### config.mk
export PLATFORM = sky130hd
export DESIGN_NAME = back_rx_buf
export DESIGN_NICKNAME = d
export VERILOG_FILES = /design/src/rtl/back_rx_buf.sv
export SDC_FILE = /design/constraint.sdc
export NUM_CORES = 1
export LEC_CHECK = 0
export CAP_MARGIN = 20
export CORE_UTILIZATION = 53
export DETAILED_ROUTE_END_ITERATION = 7
export MAX_ROUTING_LAYER = met4
export PLACE_DENSITY = 0.8
export SYNTH_ARGS = -nofsm -noshare
export SYNTH_HDL_FRONTEND = slang
export SYNTH_SLANG_ARGS = --single-unit
### constraint.sdc
create_clock -name bclk -period 3.6 [get_ports bclk]
set_input_delay 0.9 -clock bclk [delete_from_list [all_inputs] [get_ports bclk]]
set_output_delay 0.9 -clock bclk [all_outputs]
set_load 0.05 [all_outputs]
### src/rtl/back_rx_buf.sv
// -----------------------------------------------------------------------------
// back_rx_buf
//   Receive-side (B-domain) endpoint of a two-domain toggle handshake.
//   A request toggle from the A domain is synchronised into bclk. Each request
//   captures a_data into a DEPTH-entry buffer and flips the acknowledge toggle.
//   The buffer drains to the local consumer through a valid/load handshake.
//   While the buffer is full, a request is parked in a pending flag. Its
//   acknowledge is withheld until a slot frees, which stalls the sender.
//
// Parameters
//   DW          payload width (>= 1)
//   SYNC_STAGES synchroniser depth on a_req_tgl (>= 2)
//   DEPTH       buffer entries, power of 2 (>= 2)
//
// Ports
//   bclk       in   B-domain clock
//   brst_n     in   asynchronous active-low reset
//   a_req_tgl  in   request toggle from the A domain (asynchronous)
//   a_data     in   payload, held stable by the sender until it sees the ack
//   b_ack_tgl  out  acknowledge toggle back to the A domain (registered)
//   bvalid     out  buffer non-empty
//   bdata      out  oldest buffered word
//   bload      in   consumer takes bdata this cycle
//   bcount     out  occupancy, 0..DEPTH
//   berr       out  sticky underflow flag (only with BACK_RX_ERR_EN)
//
// Build option
//   BACK_RX_ERR_EN  adds berr, which is set by bload while bvalid=0.
// -----------------------------------------------------------------------------
module back_rx_buf #(
  parameter int DW          = 8,
  parameter int SYNC_STAGES = 2,
  parameter int DEPTH       = 2
) (
  input  logic                     bclk,
  input  logic                     brst_n,
  input  logic                     a_req_tgl,
  input  logic [DW-1:0]            a_data,
  output logic                     b_ack_tgl,
  output logic                     bvalid,
  output logic [DW-1:0]            bdata,
  input  logic                     bload,
  output logic [$clog2(DEPTH):0]   bcount
`ifdef BACK_RX_ERR_EN
  ,
  output logic                     berr
`endif
);

  localparam int AW = $clog2(DEPTH);
  localparam int CW = AW + 1;
  localparam logic [CW-1:0] FULL_CNT = CW'(DEPTH);

  typedef enum logic [1:0] {
    OCC_EMPTY,
    OCC_AVAIL,
    OCC_FULL
  } occ_e;

  logic [SYNC_STAGES-1:0] r_sync;
  logic                   r_req_d;
  logic                   r_pend;
  logic                   r_ack;
  logic [AW-1:0]          r_wr_ptr;
  logic [AW-1:0]          r_rd_ptr;
  logic [CW-1:0]          r_count;
  logic [DW-1:0]          r_mem [DEPTH];

  logic                   w_s_req;
  logic                   w_b_en;
  logic                   w_valid;
  logic                   w_pop;
  logic                   w_capture;
  occ_e                   w_occ;

  // Synchroniser plus edge detector: one b_en pulse per request toggle.
  // NOTE: all state uses non-blocking assignments so every flop samples the
  // pre-edge value of its neighbour; blocking here would collapse the chain.
  always_ff @(posedge bclk or negedge brst_n) begin
    if (!brst_n) begin
      r_sync  <= '0;
      r_req_d <= 1'b0;
    end else begin
      r_sync  <= {r_sync[SYNC_STAGES-2:0], a_req_tgl};
      r_req_d <= w_s_req;
    end
  end

  assign w_s_req = r_sync[SYNC_STAGES-1];
  assign w_b_en  = w_s_req ^ r_req_d;

  // Occupancy classification; FULL is the only state that stalls a capture.
  // NOTE: the default assignment first keeps this combinational block from
  // inferring a latch when no branch matches.
  always_comb begin
    w_occ = OCC_AVAIL;
    if (r_count == '0)
      w_occ = OCC_EMPTY;
    else if (r_count == FULL_CNT)
      w_occ = OCC_FULL;
  end

  assign w_valid = (w_occ != OCC_EMPTY);
  assign w_pop   = bload & w_valid;
  // A pop in the same cycle frees the slot the new word lands in.
  assign w_capture = (w_b_en | r_pend) & ((w_occ != OCC_FULL) | w_pop);

  // Handshake state, pointers and occupancy.
  always_ff @(posedge bclk or negedge brst_n) begin
    if (!brst_n) begin
      r_pend   <= 1'b0;
      r_ack    <= 1'b0;
      r_wr_ptr <= '0;
      r_rd_ptr <= '0;
      r_count  <= '0;
    end else begin
      r_pend <= (w_b_en | r_pend) & ~w_capture;
      if (w_capture) begin
        r_ack    <= ~r_ack;
        r_wr_ptr <= r_wr_ptr + AW'(1);
      end
      if (w_pop)
        r_rd_ptr <= r_rd_ptr + AW'(1);
      r_count <= r_count + CW'(w_capture) - CW'(w_pop);
    end
  end

  // Storage.
  // NOTE: the buffer is reset so bdata reads 0 out of reset; this costs a
  // reset net per storage bit but keeps the output deterministic.
  always_ff @(posedge bclk or negedge brst_n) begin
    if (!brst_n) begin
      for (int i = 0; i < DEPTH; i++)
        r_mem[i] <= '0;
    end else if (w_capture) begin
      r_mem[r_wr_ptr] <= a_data;
    end
  end

  assign b_ack_tgl = r_ack;
  assign bvalid    = w_valid;
  assign bdata     = r_mem[r_rd_ptr];
  assign bcount    = r_count;

`ifdef BACK_RX_ERR_EN
  logic r_err;

  // Sticky underflow flag; only reset clears it.
  always_ff @(posedge bclk or negedge brst_n) begin
    if (!brst_n)
      r_err <= 1'b0;
    else if (bload & ~w_valid)
      r_err <= 1'b1;
  end

  assign berr = r_err;
`endif

endmodule

# Word level (Yosys, flattened, before mapping)
# Index checks and enable logic that the tools add are counted.
dict set report word_totals {
  wordCells 39
  register_bits 25
  output_inout_bits 12
}
dict set report op_classes {
  eq_ne 2
  n_bitwise 10
  add_sub_neg 4
  muxes 8
  reduce_logical 3
  magnitude_cmp 3
}
# op count
set ops {}
lappend ops {{$mux W8} 4}
lappend ops {{$bwmux W16} 1}
lappend ops {{$demux W8 S1} 1}
lappend ops {{$ge A2 B2 Y1 const B} 2}
lappend ops {{$mux W2} 2}
lappend ops {{$not A1 Y2} 2}
lappend ops {{$and A1 B1 Y1} 3}
lappend ops {{$add A1 B1 Y1 const B} 2}
lappend ops {{$add A2 B1 Y2} 1}
lappend ops {{$eq A2 B2 Y1 const B} 1}
lappend ops {{$logic_not A2 Y1} 1}
lappend ops {{$lt A2 B1 Y1 const B} 1}
lappend ops {{$ne A2 B2 Y1 const B} 1}
lappend ops {{$not A1 Y1} 2}
lappend ops {{$or A1 B1 Y1} 2}
lappend ops {{$reduce_bool A2 Y1} 1}
lappend ops {{$sub A2 B1 Y2} 1}
lappend ops {{$logic_and A1 B1 Y1} 1}
lappend ops {{$xor A1 B1 Y1} 1}

# Longest topological paths before layout
dict set report depth {
  ltp_word 9
  ltp_mapped 8
  ltp_nobuf 7
}

# Worst setup path before layout
# No wires, ideal clock.
dict set report synth_path {
  path_type {reg-to-reg}
  from {register r_count[0], in the netlist bcount[0]}
  to {register r_count[1], in the netlist bcount[1]}
  slack_ns 1.394
  stages_incl_launch_ff 8
  arrival_time_ns 2.112
  synth_period_minus_slack_ns 2.206
  setup_ns 0.094
  required_ns 3.506
  cell_sequence {dfrtp_1 > or2_2 > or3_1 > and4_1 > ha_1 > nand2_1 > a31oi_1 > a211oi_1}
}
dict set report synth_via {
  elab_chain_cells 9
  elab_cells_between_ends 11
}
# element line_no
set synth_rtl {}
lappend synth_rtl {{start, declared} 66} ;# logic [CW-1:0] r_count;
lappend synth_rtl {{start signal, assigned} 124} ;# r_count <= r_count + CW'(w_capture) - CW'(w_pop);
lappend synth_rtl {{$eq A2 B2 Y1} 99} ;# else if (r_count == FULL_CNT)
lappend synth_rtl {{$mux W2} 99}
lappend synth_rtl {{$mux W2 (*)} 97} ;# if (r_count == '0)
lappend synth_rtl {{$reduce_bool A2 Y1 (*)} 103} ;# assign w_valid = (w_occ != OCC_EMPTY);
lappend synth_rtl {{net bvalid} 40} ;# output logic bvalid,
lappend synth_rtl {{$and A1 B1 Y1 (*)} 104} ;# assign w_pop = bload & w_valid;
lappend synth_rtl {{$or A1 B1 Y1} 106} ;# assign w_capture = (w_b_en | r_pend) & ((w_occ != OCC_FULL) | w_pop);
lappend synth_rtl {{$and A1 B1 Y1} 106}
lappend synth_rtl {{$add A2 B1 Y2} 124}
lappend synth_rtl {{$sub A2 B1 Y2 (*)} 124}
# The timed path passes the listed nets; every way through them passes the cells marked *.
# A chain may end at the register's enable or synchronous reset.

# Final worst setup path
dict set report layout_path {
  from {register r_rd_ptr}
  to {output bdata[1]}
}
dict set report layout_via {
  elab_chain_cells 4
}
# element line_no
set layout_rtl {}
lappend layout_rtl {{start, declared} 65} ;# logic [AW-1:0] r_rd_ptr;
lappend layout_rtl {{start signal, assigned} 123} ;# r_rd_ptr <= r_rd_ptr + AW'(1);
lappend layout_rtl {{$not A1 Y2 (implied by the code)} 142} ;# assign bdata = r_mem[r_rd_ptr];
lappend layout_rtl {{$mux W8 (implied by the code) (3 in series)} 142}
lappend layout_rtl {{end, declared} 41} ;# output logic [DW-1:0] bdata,
# No other way between the ends. The select of a mux whose other input is x is not followed.

==> metrics.yaml <==
grt_pass1_vias: 666
grt_use_total_pct: 19.0
outcome: "complete, no violations"
syn_inst: 80
synth_seq_area_share_pct: 55.6
die_w_um: 48.1
die-area_mm2: 0.00231
start_util_pct: 56.8
cp.arrival_ns: 2.04
rows: 16
setup_tns_ns: 0
min_delay_path_depth: 0
crit_path_cell_trace: "mux2_2 -> clkdlybuf4s50_1"
insertion_delay_ns: 0.31
fin_skew_ns: 0.00689
ys.flop_type: "dfrtp_1"
final_cell_mix: "dfrtp_1 (25), mux2_2 (24), clkdlybuf4s50_1 (23)"
startpoint_type: "flip-flop"
synth-async-reset-ratio_pct: 100
crit_type: "reg2out"
synth_edf_count: 0
cpPeakStageDelay_ns: 0.72
tightest_slew_ns: 0.564
dieHeight_um: 48.1
r2r.worst_path.cells: 7
setup_viol: 0
cts_buffers: 3
post_dp_cell_area_mm2: 0.00139
htree_levels: 1
grt_overflow: 0
worstPathRequired_ns: 2.70
numPortBuffers: 23
synth-seq-cells: 25
drt_iter0_drc: 7
min_period_ns: 2.94
cts.clk_slew.worst_paths_ns: 0.13
synth_nets: 93
syn2layout_area_growth_pct: 25.7
hold_class: "reg2reg"
synth_warnings: 0
grt_max_degree: 26
antenna_cells: 0
rsz0062_at_grt: "false"
cts_setup_buffers: 0
final_common_cell: "dfrtp_1"
cp_max_fo: 9
coreArea_mm2: 0.00198
clockBufferDepth: 2
totalWireLength_um: 1900
cts_root_buffer: "clkbuf_4"
wire_per_inst_um: 14.3
vias: 719
dr.pass1.iters: 4
maxSlewHeadroom_pct: 62.1
cts_hold_buffers: 0
place.detailed.hpwl_um: 1380
nNetsFinal: 120
ant_nets: 0
hold_violations: 0
synth_area_per_cell_um2: 14.1
drc: 0
final_max_slew_viol_count: 0
via_per_inst: 5.41
antenna_found_initial: 0
period_share_pct: 81.7
io_pins: 24
netlist_area_mm2: 0.00113
gp_congestion: 0.740
fmax_mhz: 340
stdcell_area_mm2: 0.00142
max-cap-violations: 0
finalHoldWorstSlack_ns: 0.368
grt_pass1_wl_um: 2850
critPathSlowestCell: "clkdlybuf4s50_1"
cts_tree: "built"
cts_sinks: 25
cts_resized: 0
crit_path_end_kind: "primary output"
drive_above_1_share_pct: 30.2
ys_types: 27
worst paths after layout:
check	from	to	slack (ns)
min in group asynchronous	brst_n	r_mem[6]	0.93
setup reg to reg	bcount[0]	bcount[1]	1.65
max in group asynchronous	brst_n	r_mem[2]	2.43
setup / recovery	r_rd_ptr	bdata[1]	0.66
hold / removal	r_sync[0]	r_sync[1]	0.37
hold reg to reg	r_sync[0]	r_sync[1]	0.37
final cells by class:
| class | count | area, µm² |
|---|---|---|
| clock buffer | 4 | 26.3 |
| fill | 140 | 567 |
| inverter | 2 | 7.51 |
| multi-input combinational | 51 | 484 |
| sequential | 25 | 626 |
| tap | 27 | 33.8 |
| timing repair buffer | 24 | 238 |
sequential cells by signal, indices dropped and copies added (netlist names):
name / cells
b_ack_tgl: 1
bcount: 2
r_mem: 16
r_pend: 1
r_rd_ptr: 1
r_req_d: 1
r_sync: 2
r_wr_ptr: 1
critical path: cells and delay by family, from the launching register on:
| family | cells | cell delay (ns) |
|---|---|---|
| buffers and inverters | 1 | 0.72 |
| flip-flops | 1 | 0.61 |
| multiplexers | 1 | 0.40 |
per-layer routing:
metal | GRT usage, % | vias to the layer above | share of wire (%)
met4 | 6.11 | 0 | 1.1
met5 | - | - | 0
met2 | 33.0 | 16 | 49
met3 | 2.59 | 4 | 3.4
met1 | 22.8 | 355 | 46
li1 | - | 344 | -
cells in the mapped netlist, types with 2 or more instances:
library cell / n / share of area [%]
dfrtp_1: 25 / 56
mux2_2: 24 / 24
xnor2_1: 4 / 3.1
inv_1: 2 / 0.67
nand2_1: 2 / 0.67
o21ai_0: 2 / 0.89
through the flow:
| step | util (%) | cells | worst slack [ns] |
|---|---|---|---|
| 6_report | 71.4 | 133 | 0.658 |
| 5_1_grt | 71.4 | 133 | 0.602 |
| 4_1_cts | 71.4 | 133 | 0.625 |
| 3_5_place_dp | 70.1 | 129 | 0.894 |
| 3_3_place_gp | 70.1 | 129 | 0.939 |
| 2_1_floorplan | - | 80 | 1.39 |
kinds of logic (layout without fill, tap and decap cells):
family          Yosys count  in the layout  share of synthesized area [%]
compound gates           10             10                           8.11
xor+xnor                  5              5                           3.89
fa+ha+maj                 1              1                           1.11
buf+inv                   4             30                           1.44
flops                    25             25                           55.6
mux                      24             24                           24.0
simple gates             11             11                           5.89
Power is left out: the tool's default activity adds up to more than one toggle a clock period on the data nets, which glitch-free logic cannot reach.
